### config.mk
export PLATFORM = sky130hd
export DESIGN_NAME = instr_fetch_unit
export DESIGN_NICKNAME = d
export VERILOG_FILES = /design/src/rtl/instr_fetch_unit.sv
export SDC_FILE = /design/constraint.sdc
export NUM_CORES = 1
export LEC_CHECK = 0
export ABC_AREA = 1
export BUFFER_PORTS_ARGS = -buffer_cell sky130_fd_sc_hd__buf_2
export CELL_PAD_IN_SITES_DETAIL_PLACEMENT = 1
export CELL_PAD_IN_SITES_GLOBAL_PLACEMENT = 2
export CORE_MARGIN = 2
export CORE_UTILIZATION = 34
export CTS_BUF_LIST = sky130_fd_sc_hd__clkbuf_8
export DETAILED_ROUTE_END_ITERATION = 12
export GPL_TIMING_DRIVEN = 0
export PLACE_DENSITY_LB_ADDON = 0.12
export SLEW_MARGIN = 20
export SYNTH_ARGS = -nofsm -noshare
export SYNTH_HDL_FRONTEND = slang
export SYNTH_SLANG_ARGS = --single-unit
### constraint.sdc
create_clock -name clk -period 3.8 [get_ports clk]
set_input_delay 0.38 -clock clk [delete_from_list [all_inputs] [get_ports clk]]
set_output_delay 0.38 -clock clk [all_outputs]
set_load 0.01 [all_outputs]
### src/rtl/instr_fetch_unit.sv
// Instruction fetch unit: single-outstanding memory requester feeding a
// 2-entry {pc, inst} buffer, with redirect/flush handling.
// Optional build macro IFU_JMP_HALT_EN: stop issuing requests after an
// opcode 3'b111 word is pushed, until the next redirect.
//
// state   | meaning
// --------+--------------------------------------------------------------
// IDLE    | no request in flight
// REQ     | request in flight, response will be pushed
// DISCARD | request in flight from before a redirect, response dropped
module instr_fetch_unit (
    input  logic       clk,
    input  logic       rst,
    output logic       imem_req,
    output logic [7:0] imem_addr,
    input  logic       imem_ack,
    input  logic [7:0] imem_data,
    output logic       inst_valid,
    output logic [7:0] inst,
    output logic [2:0] opcode,
    output logic [7:0] pc_out,
    input  logic       inst_ready,
    input  logic       redirect,
    input  logic [7:0] redirect_pc
);

    typedef enum logic [1:0] {S_IDLE, S_REQ, S_DISCARD} state_t;

    state_t     state_q, state_d;
    logic       req_q, req_d;
    logic [7:0] addr_q, addr_d;
    logic [7:0] fetch_pc_q, fetch_pc_d;
    logic [1:0] count_q, count_d;
    logic [7:0] pc0_q, pc0_d, pc1_q, pc1_d;
    logic [7:0] ins0_q, ins0_d, ins1_q, ins1_d;

    logic       push;
    logic       pop;
    logic [1:0] count_after;
    logic       space;
    logic       halt_stop;

    assign push        = (state_q == S_REQ) && imem_ack && !redirect;
    assign pop         = (count_q != 2'd0) && inst_ready && !redirect;
    assign count_after = count_q + {1'b0, push} - {1'b0, pop};
    assign space       = (count_after < 2'd2);

`ifdef IFU_JMP_HALT_EN
    logic halt_q, halt_d;

    // Halt latch: set by pushing a jump-class word, cleared by redirect.
    always_comb begin
        halt_d = halt_q;
        if (redirect)
            halt_d = 1'b0;
        else if (push && (imem_data[7:5] == 3'b111))
            halt_d = 1'b1;
    end

    // Halt register.
    always_ff @(posedge clk) begin
        if (rst) halt_q <= 1'b0;
        else     halt_q <= halt_d;
    end

    assign halt_stop = halt_d;
`else
    assign halt_stop = 1'b0;
`endif

    // Buffer update; slot 0 is the head and keeps its value when emptied
    // so inst/pc_out hold while nothing is valid.
    always_comb begin
        count_d = count_q;
        pc0_d   = pc0_q;
        pc1_d   = pc1_q;
        ins0_d  = ins0_q;
        ins1_d  = ins1_q;
        if (redirect) begin
            count_d = 2'd0;
        end else begin
            count_d = count_after;
            if (pop && (count_q == 2'd2)) begin
                pc0_d  = pc1_q;
                ins0_d = ins1_q;
            end
            if (push) begin
                if ((count_q == 2'd0) || pop) begin
                    pc0_d  = addr_q;
                    ins0_d = imem_data;
                end else begin
                    pc1_d  = addr_q;
                    ins1_d = imem_data;
                end
            end
        end
    end

    // Request FSM; a request is only issued when a buffer slot is reserved.
    always_comb begin
        state_d    = state_q;
        req_d      = req_q;
        addr_d     = addr_q;
        fetch_pc_d = redirect ? redirect_pc : fetch_pc_q;
        case (state_q)
            S_IDLE: begin
                if (!redirect && space && !halt_stop) begin
                    state_d = S_REQ;
                    req_d   = 1'b1;
                    addr_d  = fetch_pc_q;
                end
            end
            S_REQ: begin
                if (imem_ack) begin
                    if (redirect) begin
                        state_d = S_IDLE;
                        req_d   = 1'b0;
                    end else begin
                        fetch_pc_d = fetch_pc_q + 8'd1;
                        if (space && !halt_stop) begin
                            addr_d = fetch_pc_q + 8'd1;
                        end else begin
                            state_d = S_IDLE;
                            req_d   = 1'b0;
                        end
                    end
                end else if (redirect) begin
                    state_d = S_DISCARD;
                end
            end
            S_DISCARD: begin
                if (imem_ack) begin
                    if (!redirect && space && !halt_stop) begin
                        state_d = S_REQ;
                        addr_d  = fetch_pc_q;
                    end else begin
                        state_d = S_IDLE;
                        req_d   = 1'b0;
                    end
                end
            end
            default: begin
                state_d = S_IDLE;
                req_d   = 1'b0;
            end
        endcase
    end

    // State, request and buffer registers.
    always_ff @(posedge clk) begin
        if (rst) begin
            state_q    <= S_IDLE;
            req_q      <= 1'b0;
            addr_q     <= 8'h00;
            fetch_pc_q <= 8'h00;
            count_q    <= 2'd0;
            pc0_q      <= 8'h00;
            pc1_q      <= 8'h00;
            ins0_q     <= 8'h00;
            ins1_q     <= 8'h00;
        end else begin
            state_q    <= state_d;
            req_q      <= req_d;
            addr_q     <= addr_d;
            fetch_pc_q <= fetch_pc_d;
            count_q    <= count_d;
            pc0_q      <= pc0_d;
            pc1_q      <= pc1_d;
            ins0_q     <= ins0_d;
            ins1_q     <= ins1_d;
        end
    end

    assign imem_req   = req_q;
    assign imem_addr  = addr_q;
    assign inst_valid = (count_q != 2'd0);
    assign inst       = ins0_q;
    assign pc_out     = pc0_q;
    assign opcode     = ins0_q[7:5];

endmodule

== Word-level counts from Yosys, hierarchy flattened ==
Index checks and enable logic that the tools add are counted.

* Register bits after elaboration: 53
* Input bits: 21
* Output and inout port bits: 29
* Word-level logic and storage cells: 74

* $add $sub $neg: 3
* $lt $le $gt $ge: 1
* Equality and inequality tests: 11
* Multiplexer cells: 31
* Bitwise logic cells: 2
* Reductions and logical operators: 17

{| class="wikitable"
|+ Operators with widths
! cell !! count
|-
| 2-to-1 mux 8 bit || 15
|-
| case mux 8 bit (3 select lines) || 1
|-
| 2-to-1 mux 2 bit || 6
|-
| inequality test 2 bit (second input constant) || 6
|-
| AND reduction 5 bit || 2
|-
| adder 8 x 1 -> 8 bit (second input constant) || 1
|-
| 2-to-1 mux 1 bit || 7
|-
| logical AND 1 bit || 6
|-
| inequality test 3 bit (second input constant) || 2
|-
| case mux 2 bit (3 select lines) || 1
|-
| == test 2 bit (second input constant) || 2
|-
| logical NOT 2 bit || 2
|-
| AND reduction 4 bit || 1
|-
| case mux 1 bit (3 select lines) || 1
|-
| AND reduction 3 bit || 1
|-
| nonzero test 3 bit || 1
|-
| adder 2 x 1 -> 2 bit || 1
|-
| == test 2 x 1 -> 1 bit (second input constant) || 1
|-
| less-than comparator 2 bit (second input constant) || 1
|-
| inverter 1 bit || 2
|-
| nonzero test 2 bit || 1
|-
| OR reduction 2 bit || 1
|-
| subtractor 2 x 1 -> 2 bit || 1
|-
| logical NOT 1 bit || 1
|-
| logical OR 1 bit || 1
|}

== Depth between registers and ports, before layout ==
* Word-level depth: 10
* Mapped depth: 15
* Mapped depth without buffers: 15

== Worst setup path before layout ==
No wires, ideal clock.

* Path type: register to register
* From: reg state_q[0]
* To: reg addr_q[5] (netlist: imem_addr[5])
* Library setup time: 0.115 ns
* Data arrival time: 1.935 ns
* Required time: 3.685 ns
* Setup slack: 1.750 ns
* Cell stages (with the launch flop): 16
* Buffers on the path: 2
* Period minus slack after synthesis: 2.050 ns
* Path through: dfxtp_1 -> buf_4 -> nand3_4 -> nor2_2 -> inv_1 -> o21ai_0 -> ha_1 -> xnor2_1 -> inv_1 -> nand2_2 -> nand3_4 -> a21oi_4 -> buf_6 -> nand3_1 -> nand2_1 -> nor2_1

* Cells in the longest elaborated chain, start to end: 10
* Elaborated cells between the ends (all ways): 18
* Classes of those cells: add/sub (2); order compare (1); eq/ne (6); mux (3); reduce/logical (6)

{| class="wikitable"
|+ Ends and longest elaborated chain
! item !! RTL line !! source
|-
| start: declaration || 29 || <nowiki>state_t state_q, state_d;</nowiki>
|-
| start signal: assignment || 162 || <nowiki>state_q <= state_d;</nowiki>
|-
| == test 2 x 1 -> 1 bit || 43, 105 ||
|-
| logical AND 1 bit (2 in a row) || 43 || <nowiki>assign push = (state_q == S_REQ) && imem_ack && !redirect;</nowiki>
|-
| adder 2 x 1 -> 2 bit || 45 || <nowiki>assign count_after = count_q + {1'b0, push} - {1'b0, pop};</nowiki>
|-
| subtractor 2 x 1 -> 2 bit || 45 ||
|-
| less-than comparator 2 bit || 46 || <nowiki>assign space = (count_after < 2'd2);</nowiki>
|-
| logical AND 1 bit || 107, 133 ||
|-
| 2-to-1 mux 8 bit (2 in a row) || -- ||
|-
| case mux 8 bit (3 select lines) || 105 || <nowiki>case (state_q)</nowiki>
|-
| end signal: assignment || 164 || <nowiki>addr_q <= addr_d;</nowiki>
|-
| end: declaration || 31 || <nowiki>logic [7:0] addr_q, addr_d;</nowiki>
|}

Parallel ways exist; a longest one is shown, timed or not. The select of a mux whose other input is x is not followed.
A chain may end at the register's enable or synchronous reset.

== Final worst setup path ==
* From: reg state_q[1]
* To: reg addr_q[5] (netlist: imem_addr[5])

Same word-level chain as after synthesis.

==> impl_metrics.env <==
export IMPL_worstMarginPinSlew_ns=0.564
export IMPL_vdd_drop_max_mv=0.174
export IMPL_grt_overflow=0
export IMPL_grt_pass1_wl_um=11900
export IMPL_avgSynthCellArea_sq_um=7.13
export IMPL_insertion_delay_ns=0.31
export IMPL_num_io_pins=50
export IMPL_postCtsSetupRepairBufs=0
export IMPL_antenna_cells=0
export IMPL_layout_min_cycle_time_ns=2.36
export IMPL_hold_path_class="in -> reg"
export IMPL_synth_area_leaders="dfxtp_1 (41%), a21oi_1 (8.2%), nor2_1 (8.2%), nand2_1 (7.3%), o21ai_0 (6.0%)"
export IMPL_cts_root_buf="clkbuf_8"
export IMPL_synth_simple_area_share_pct=23.3
export IMPL_hold_buffers=0
export IMPL_syn_area_sq_um=2570
export IMPL_yosysSeqAreaShare_pct=41.2
export IMPL_critPathSlowestCell="dfxtp_1"
export IMPL_hold_end="fetch_pc_q[1]"
export IMPL_yosysTopAreaCellShare_pct=41.2
export IMPL_slew_headroom_pct=62.4
export IMPL_synth_cells=361
export IMPL_ys_ff_latch=53
export IMPL_remaining_drc_errors=0
export IMPL_ant_nets=0
export IMPL_slew_violations=0
export IMPL_setup_viol=0
export IMPL_fmax_ghz=0.423
export IMPL_initial_core_util_pct=35.3
export IMPL_final_cell_mix="nor2_1 (56), dfxtp_1 (53), buf_2 (52), nand2_1 (50), a21oi_1 (42)"
export IMPL_place_area_sq_um=2940
export IMPL_finalHoldViolCount=0
export IMPL_clk_pin_slew_ns=0.10
export IMPL_path_cells="inv_2 -> nand3_4 -> nor2_2 -> inv_1 -> o21ai_0 -> ha_1 -> xnor2_1 -> inv_1 -> nand2_2 -> nand3_4 -> a21oi_4 -> buf_6 -> nand3_1 -> nand2_1 -> nor2_1"
export IMPL_r2r_cells=15
export IMPL_leakagePower_nw=1.37
export IMPL_r2r_end="imem_addr[5]"
export IMPL_die_area_sq_um=8280
export IMPL_syn2layout_area_growth_pct=17.7
export IMPL_fin_nets=439
export IMPL_cts_tree="done"
export IMPL_drive_gt1_share_pct=18.7
export IMPL_antenna_found_initial=0
export IMPL_stdcell_area_sq_um=3030
export IMPL_fp_dieW_um=91.0
export IMPL_drt_wirelength_per_cell_um=13.5
export IMPL_die_h_um=91.0
export IMPL_r2r_start="state_q[1]"
export IMPL_ys_types=29
export IMPL_powerDensity_nw_per_um2=483
export IMPL_synth_xor_area_share_pct=2.38
export IMPL_fin_crit_sh_pct=62.2
export IMPL_rsz0062_at_grt="no"
export IMPL_vias=2505
export IMPL_dp_hpwl_um=5190
export IMPL_ys_warn_count=0
export IMPL_slowest_delay_ns=0.39
export IMPL_grt_pass1_vias=2445
export IMPL_end_kind="register"
export IMPL_setup_tns_ns=0
export IMPL_gp_congestion=0.785
export IMPL_mostFrequentLayoutCell="nor2_1"
export IMPL_synthesis_nets=384
export IMPL_grt_util_all_layers_pct=17.7
export IMPL_clock_path_buffers=2
export IMPL_routed_wl_um=6960
export IMPL_synth_top_family_by_area="simple AND/OR/NAND/NOR gates"
export IMPL_core_area_sq_um=7290
export IMPL_holdWs_ns=0.285
export IMPL_critPathMaxFanout=10
export IMPL_finClkSkew_ns=0.00472
export IMPL_htree_levels=2
export IMPL_worstPathRequired_ns=4.01
export IMPL_synthAdderAreaFrac_pct=0.973
export IMPL_yosysTopAreaCell="dfxtp_1"
export IMPL_critPathArrivalTime_ns=2.57
export IMPL_cts_resized=0
export IMPL_drt_initial_drc_count=76
export IMPL_row_count=31
export IMPL_crit_type="reg -> reg"
export IMPL_synthMuxAreaShare_pct=0.778
export IMPL_portBuffers=48
export IMPL_firstDrtPassIters=4
export IMPL_holdPathStages=3
export IMPL_grt_max_degree=18
export IMPL_start_kind="register"
export IMPL_finalCoreUtilization_pct=41.5
export IMPL_synth_compound_area_share_pct=20.9
export IMPL_maxCapViolCount=0
export IMPL_clock_sinks=53
export IMPL_regToRegSetupSlack_ns=1.44
export IMPL_via_per_inst=4.85
export IMPL_outcome="finished clean"
export IMPL_hp_start="redirect_pc[1]"
export IMPL_numCtsBuffers=5
[metal layers]
| metal | GRT usage (%) | wire, um | vias to the layer above |
|---|---|---|---|
| li1 | - | - | 1293 |
| met1 | 25.4 | 3600 | 1174 |
| met2 | 28.2 | 3100 | 34 |
| met3 | 3.07 | 200 | 4 |
| met4 | 3.03 | 53 | 0 |
| met5 | 0 | 0 | - |
[cells in the mapped netlist, drive strengths merged]
| cell type | count |
|---|---|
| o21bai | 2 |
| nor2 | 57 |
| a21oi | 43 |
| nand4 | 5 |
| buf | 10 |
| mux2i | 2 |
| a31oi | 2 |
| nand2 | 52 |
| or2 | 2 |
| o211ai | 13 |
| ha | 2 |
| clkbuf | 13 |
| xnor2 | 1 |
| a211oi | 4 |
| o21ai | 31 |
| inv | 41 |
| nor3 | 6 |
| xor2 | 6 |
| nand3 | 16 |
| dfxtp | 53 |
[power breakdown]
group / internal (mW) / switching [mW] / leakage, nW
registers: 0.617 / 0.0608 / 0.432
clock network: 0.131 / 0.201 / 0.0481
logic: 0.170 / 0.281 / 0.891
[registers in the layout, indices dropped and copies added (netlist names)]
| signal | count |
|---|---|
| imem_addr | 8 |
| pc1_q | 8 |
| ins1_q | 8 |
| state_q | 2 |
| count_q | 2 |
| fetch_pc_q | 8 |
| imem_req | 1 |
| inst | 8 |
| pc_out | 8 |
[critical path: cells and delay by family (launching register included)]
kind / cells / cell delay, ns
xor gates and xnor gates: 1 / 0.14
DFF: 1 / 0.39
AOI/OAI and AO/OA: 2 / 0.41
buffers and inverters: 4 / 0.47
adders and majority gates: 1 / 0.18
and+or+nand+nor: 7 / 0.67
[cells by family after synthesis]
logic type / count (synthesis)
AND/OR/NAND/NOR: 138
multiplexers: 2
XOR/XNOR: 7
AO/OA/AOI/OAI: 95
adder cells (fa/ha/maj): 2
flip-flops: 53
buffers and inverters: 64
[through the flow]
step                cells  setup slack, ns  total power [mW]
floorplan             361             1.75             0.999
global placement      508             1.39              1.14
detailed placement    508             1.36              1.15
CTS                   516             1.40              1.49
global route          516             1.18              1.58
finish                516             1.44              1.46
[worst max-delay path by stage]
stage | startpoint | to | slack [ns] | depth (start not counted)
floorplan | state_q[0] | imem_addr[5] | 1.75 | 15
global placement | imem_ack | imem_addr[5] | 1.39 | 15
detailed placement | imem_ack | imem_addr[5] | 1.36 | 15
CTS | state_q[1] | imem_addr[5] | 1.40 | 15
global route | state_q[1] | imem_addr[5] | 1.18 | 15
finish | state_q[1] | imem_addr[5] | 1.44 | 15
[area by class of cell]
cell class,instances,area [sq um]
buffer,23,114
timing repair buffer,48,240
clock inverter,3,22.5
tap,99,124
inverter,41,154
multi-input combinational,244,1240
sequential,53,1060
fill,984,4260
clock buffer,5,68.8
No activity file was read; power rests on OpenSTA's default activity.
